$ cat src/rtl/ysyx_22040750_trap_ctrl.sv
// ysyx_22040750_trap_ctrl: ecall/mret/timer-irq trap sequencer; TRAP_VECTORED_EN enables vectored interrupt targets
module ysyx_22040750_trap_ctrl #(
  parameter logic [63:0] ECALL_CAUSE = 64'd11,
  parameter logic [63:0] TIMER_CAUSE = 64'h8000_0000_0000_0007
) (
  input  logic        I_sys_clk,
  input  logic        I_rst_n,
  input  logic        I_wb_valid,
  input  logic        I_wb_ecall,
  input  logic        I_wb_mret,
  input  logic [31:0] I_wb_pc,
  input  logic [31:0] I_irq_pc,
  input  logic        I_timer_irq,
  input  logic        I_mstatus_mie,
  input  logic        I_mie_mtie,
  input  logic [63:0] I_csr_rd_data,
  output logic        O_csr_intr_wr,
  output logic        O_csr_intr_rd,
  output logic        O_csr_mret_wr,
  output logic        O_csr_mret_rd,
  output logic [31:0] O_intr_pc,
  output logic [63:0] O_csr_intr_no,
  output logic        O_flush,
  output logic        O_busy,
  output logic        O_redirect_valid,
  output logic [31:0] O_redirect_pc,
  input  logic        I_redirect_ready
);
  typedef enum logic [1:0] {IDLE, COMMIT, REDIRECT} state_t;
  state_t state;
  logic is_irq;
  logic ecall_ev, mret_ev, irq_ev, trap_ev;
  logic [31:0] base, vec_tgt, target;
  assign ecall_ev = I_wb_valid & I_wb_ecall;
  assign mret_ev  = I_wb_valid & I_wb_mret & ~I_wb_ecall;
  assign irq_ev   = I_timer_irq & I_mstatus_mie & I_mie_mtie & I_wb_valid & ~I_wb_ecall & ~I_wb_mret;
  assign trap_ev  = ecall_ev | irq_ev;
  assign base     = {I_csr_rd_data[31:2], 2'b00};
`ifdef TRAP_VECTORED_EN
  assign vec_tgt  = (is_irq && I_csr_rd_data[1:0] == 2'b01) ? base + {24'd0, O_csr_intr_no[5:0], 2'b00} : base;
  logic unused_ok;
  assign unused_ok = &{1'b0, I_csr_rd_data[63:32]};
`else
  assign vec_tgt  = base;
  logic unused_ok;
  assign unused_ok = &{1'b0, I_csr_rd_data[63:32], is_irq};
`endif
  assign target   = O_csr_mret_wr ? I_csr_rd_data[31:0] : vec_tgt;
  // Sequencer: capture event in IDLE, strobe CSRs in COMMIT, hold redirect until IF accepts
  always_ff @(posedge I_sys_clk or negedge I_rst_n) begin
    if (!I_rst_n) begin
      state            <= IDLE;
      is_irq           <= 1'b0;
      O_csr_intr_wr    <= 1'b0;
      O_csr_intr_rd    <= 1'b0;
      O_csr_mret_wr    <= 1'b0;
      O_csr_mret_rd    <= 1'b0;
      O_intr_pc        <= 32'd0;
      O_csr_intr_no    <= 64'd0;
      O_flush          <= 1'b0;
      O_busy           <= 1'b0;
      O_redirect_valid <= 1'b0;
      O_redirect_pc    <= 32'd0;
    end else begin
      case (state)
        IDLE: if (trap_ev | mret_ev) begin
          state         <= COMMIT;
          is_irq        <= irq_ev;
          O_csr_intr_wr <= trap_ev;
          O_csr_intr_rd <= trap_ev;
          O_csr_mret_wr <= mret_ev;
          O_csr_mret_rd <= mret_ev;
          O_intr_pc     <= ecall_ev ? I_wb_pc : irq_ev ? I_irq_pc : 32'd0;
          O_csr_intr_no <= ecall_ev ? ECALL_CAUSE : irq_ev ? TIMER_CAUSE : 64'd0;
          O_flush       <= 1'b1;
          O_busy        <= 1'b1;
        end
        COMMIT: begin
          state            <= REDIRECT;
          O_csr_intr_wr    <= 1'b0;
          O_csr_intr_rd    <= 1'b0;
          O_csr_mret_wr    <= 1'b0;
          O_csr_mret_rd    <= 1'b0;
          O_intr_pc        <= 32'd0;
          O_csr_intr_no    <= 64'd0;
          O_redirect_valid <= 1'b1;
          O_redirect_pc    <= target;
        end
        default: if (I_redirect_ready) begin
          state            <= IDLE;
          is_irq           <= 1'b0;
          O_flush          <= 1'b0;
          O_busy           <= 1'b0;
          O_redirect_valid <= 1'b0;
          O_redirect_pc    <= 32'd0;
        end
      endcase
    end
  end
endmodule

$ cat config.mk
export PLATFORM = sky130hd
export DESIGN_NAME = ysyx_22040750_trap_ctrl
export DESIGN_NICKNAME = d
export VERILOG_FILES = /design/src/rtl/ysyx_22040750_trap_ctrl.sv
export SDC_FILE = /design/constraint.sdc
export NUM_CORES = 1
export LEC_CHECK = 0
export CAP_MARGIN = 20
export CORE_ASPECT_RATIO = 1.4
export CORE_MARGIN = 8
export CORE_UTILIZATION = 36
export DETAILED_ROUTE_END_ITERATION = 12
export PLACE_DENSITY = 0.82
export SLEW_MARGIN = 30
export SYNTH_ARGS = -nofsm -noshare
export SYNTH_HDL_FRONTEND = slang
export SYNTH_SLANG_ARGS = --single-unit
export TNS_END_PERCENT = 100
$ cat constraint.sdc
create_clock -name I_sys_clk -period 1.82 [get_ports I_sys_clk]
set_input_delay 0.182 -clock I_sys_clk [delete_from_list [all_inputs] [get_ports I_sys_clk]]
set_output_delay 0.182 -clock I_sys_clk [all_outputs]
set_load 0.02 [all_outputs]
==> results_dict.tcl <==
set metrics [dict create \
    ctsHoldBuffers 1 \
    vias 3545 \
    drt-initial-drc-count 129 \
    post_cts_resize_count 0 \
    yosysMostFrequentCell "dfrtp_1" \
    crit_path_cell_trace "clkdlybuf4s50_1" \
    setup-violations-final 0 \
    grt_usage_pct 18.5 \
    skew_ns 0.00594 \
    hold_viol_final 0 \
    critPathKind "register to output pin" \
    io_pins 272 \
    clock_latency_ns 0.33 \
    power_density_mw_per_mm2 1570 \
    routed_wl_mm 13.1 \
    rsz0062_at_grt "no" \
    fp.dieH_um 140 \
    ctsHtreeMaxLevel 3 \
    clockBufferDepth 2 \
    diodes 0 \
    seq_area_frac_synth_pct 45.5 \
    synth_edf_count 0 \
    slowest_stage "clkdlybuf4s50_1" \
    ant_nets 0 \
    via_per_inst 5.21 \
    cts_root_buffer "clkbuf_16" \
    grt_pass1_wl_mm 21.8 \
    grt_max_degree 42 \
    rows 45 \
    dp.cells 664 \
    critPathMaxFanout 5 \
    fin_crit_sh_pct 87.1 \
    fp.dieW_um 105 \
    synth_cells 370 \
    cts-buffers-inserted 9 \
    whs_ns 0.353 \
    place_congestion 0.767 \
    numPortBuffers 180 \
    clk_pin_slew_ns 0.05 \
    layout.nets 672 \
    async_flop_share_pct 100 \
    synth_area_leader_cell "dfrtp_1" \
    yosys_register_bits 72 \
    ys_top_cells_by_count "dfrtp_1, buf_4, a31oi_1, nand3_1, nand4_1" \
    synth.distinct_cells 36 \
    cts.sinks 72 \
    die-area_sq_mm 0.0147 \
    start_util_pct 36.7 \
    fp.coreArea_sq_mm 0.0108 \
    wl_per_cell_um 19.3 \
    power.leakage_nw 2.40 \
    synth_warnings 0 \
    instances_no_fill 680 \
    synth_ff_type "dfrtp_1" \
    worst_ep_required_time_ns 1.64 \
    setup_tns_ns 0 \
    holdCritPathClass "input pin to asynchronous set/reset pin" \
    cts_tree "done" \
    area_growth_pct 50.6 \
    ys_top_cells_by_area "dfrtp_1, buf_4, a211oi_2" \
    grt_pass1_vias 4102 \
    remaining_drc_errors 0 \
    arrival_ns 1.40 \
    synth_top_area_share_pct 45.5 \
    grt-ovfl-total 0 \
    timing.fmax_mhz 631 \
    cts_setup_buffers 0 \
    syn_area_per_cell_sq_um 10.7 \
    outcome "complete, no violations" \
    slowest_delay_ns 0.65 \
    drive_above_1_share_pct 13.0 \
    fin_crit_ns 1.58 \
    vdd_drop_max_mv 0.764 \
    cp-end-kind "output pin" \
    antenna_found_initial 0 \
    cp_num_buf_inv 1 \
    start_kind "register" \
    hpwl_mm 9.80 \
    cpLargestDelayFamily "buffers and inverters" \
    final_max_slew_viol_count 0 \
    dr.pass1.iters 5 \
    synth_area_sq_mm 0.00396 \
    max-cap-violations 0 \
]
metrics by stage:
stage | util, % | cell area (sq um) | setup WS, ns | total power (W)
after global placement | 52.8 | 5700 | 0.107 | 0.00777
after detailed placement | 52.8 | 5700 | 0.0743 | 0.00790
after CTS | 55.2 | 5970 | 0.207 | 0.00950
after global routing | 55.2 | 5970 | 0.149 | 0.00999
after floorplan | - | 4180 | 0.535 | 0.00573
final | 55.2 | 5970 | 0.235 | 0.00939
cell families (layout without fill, tap and decap cells):
group | Yosys count | in the layout | synth area share [%]
AND/OR/NAND/NOR | 78 | 78 | 11.1
buffers and inverters | 107 | 218 | 18.3
AO/OA/AOI/OAI | 112 | 112 | 25.0
flip-flops | 72 | 72 | 45.5
other | 1 | 59 | 0.0946
cell type report:
class / count / area (sq um)
Clock buffer: 11 / 233
Clock inverter: 4 / 22.5
Fill cell: 942 / 4840
Inverter: 3 / 11.3
Multi-Input combinational cell: 249 / 1670
Sequential cell: 72 / 1800
Tap cell: 141 / 176
Timing Repair Buffer: 200 / 2050
layout by cell type (no fill, tap or decap), types with 3 or more instances in the layout:
master           synthesis  routed
clkdlybuf4s50_1          0     179
dfrtp_1                 72      72
conb_1                   1      59
nand3_1                 32      32
nand4_1                 32      32
a31oi_1                 32      32
a22o_1                  31      31
a211oi_2                30      30
buf_4                   70      12
clkbuf_16                0       9
buf_12                   0       8
a21oi_1                  3       3
inv_1                    3       3
clkinv_2                 0       3
final timing paths:
path | slack, ns | depth (start not counted) | from | end
worst min-delay path | 0.35 | 2 | I_rst_n | O_redirect_pc[25]
min in group I_sys_clk | 0.43 | 3 | I_wb_pc[6] | O_intr_pc[6]
max in group asynchronous | 0.89 | 3 | I_rst_n | O_csr_mret_rd
worst max-delay path | 0.24 | 1 | O_csr_intr_no[1] | O_csr_intr_wr
worst max register to register | 0.34 | 4 | state[1] | O_intr_pc[30]
worst min register to register | 0.50 | 1 | O_redirect_pc[11] | O_redirect_pc[11]
layer usage:
metal / GRT usage (%) / vias to the layer above / share of wire, % / routed length, um
li1: - / 1606 / - / -
met1: 19.9 / 1722 / 37 / 4830
met2: 31.2 / 190 / 52 / 6790
met3: 7.58 / 27 / 8.4 / 1090
met4: 7.92 / 0 / 2.9 / 381
met5: 0 / - / 0 / 0
registers in the layout, summed over array words and instances (netlist names):
name	flops
O_busy	1
O_csr_mret_rd	1
O_intr_pc	32
state	2
O_redirect_valid	1
O_redirect_pc	32
O_csr_intr_no	3
power breakdown:
group,switching [W],total [W],internal [W]
Combinational,0.00265,0.00504,0.00239
Clock,0.000649,0.00156,0.000908
Sequential,0.000495,0.00279,0.00229
No activity file was read; power rests on OpenSTA's default activity.
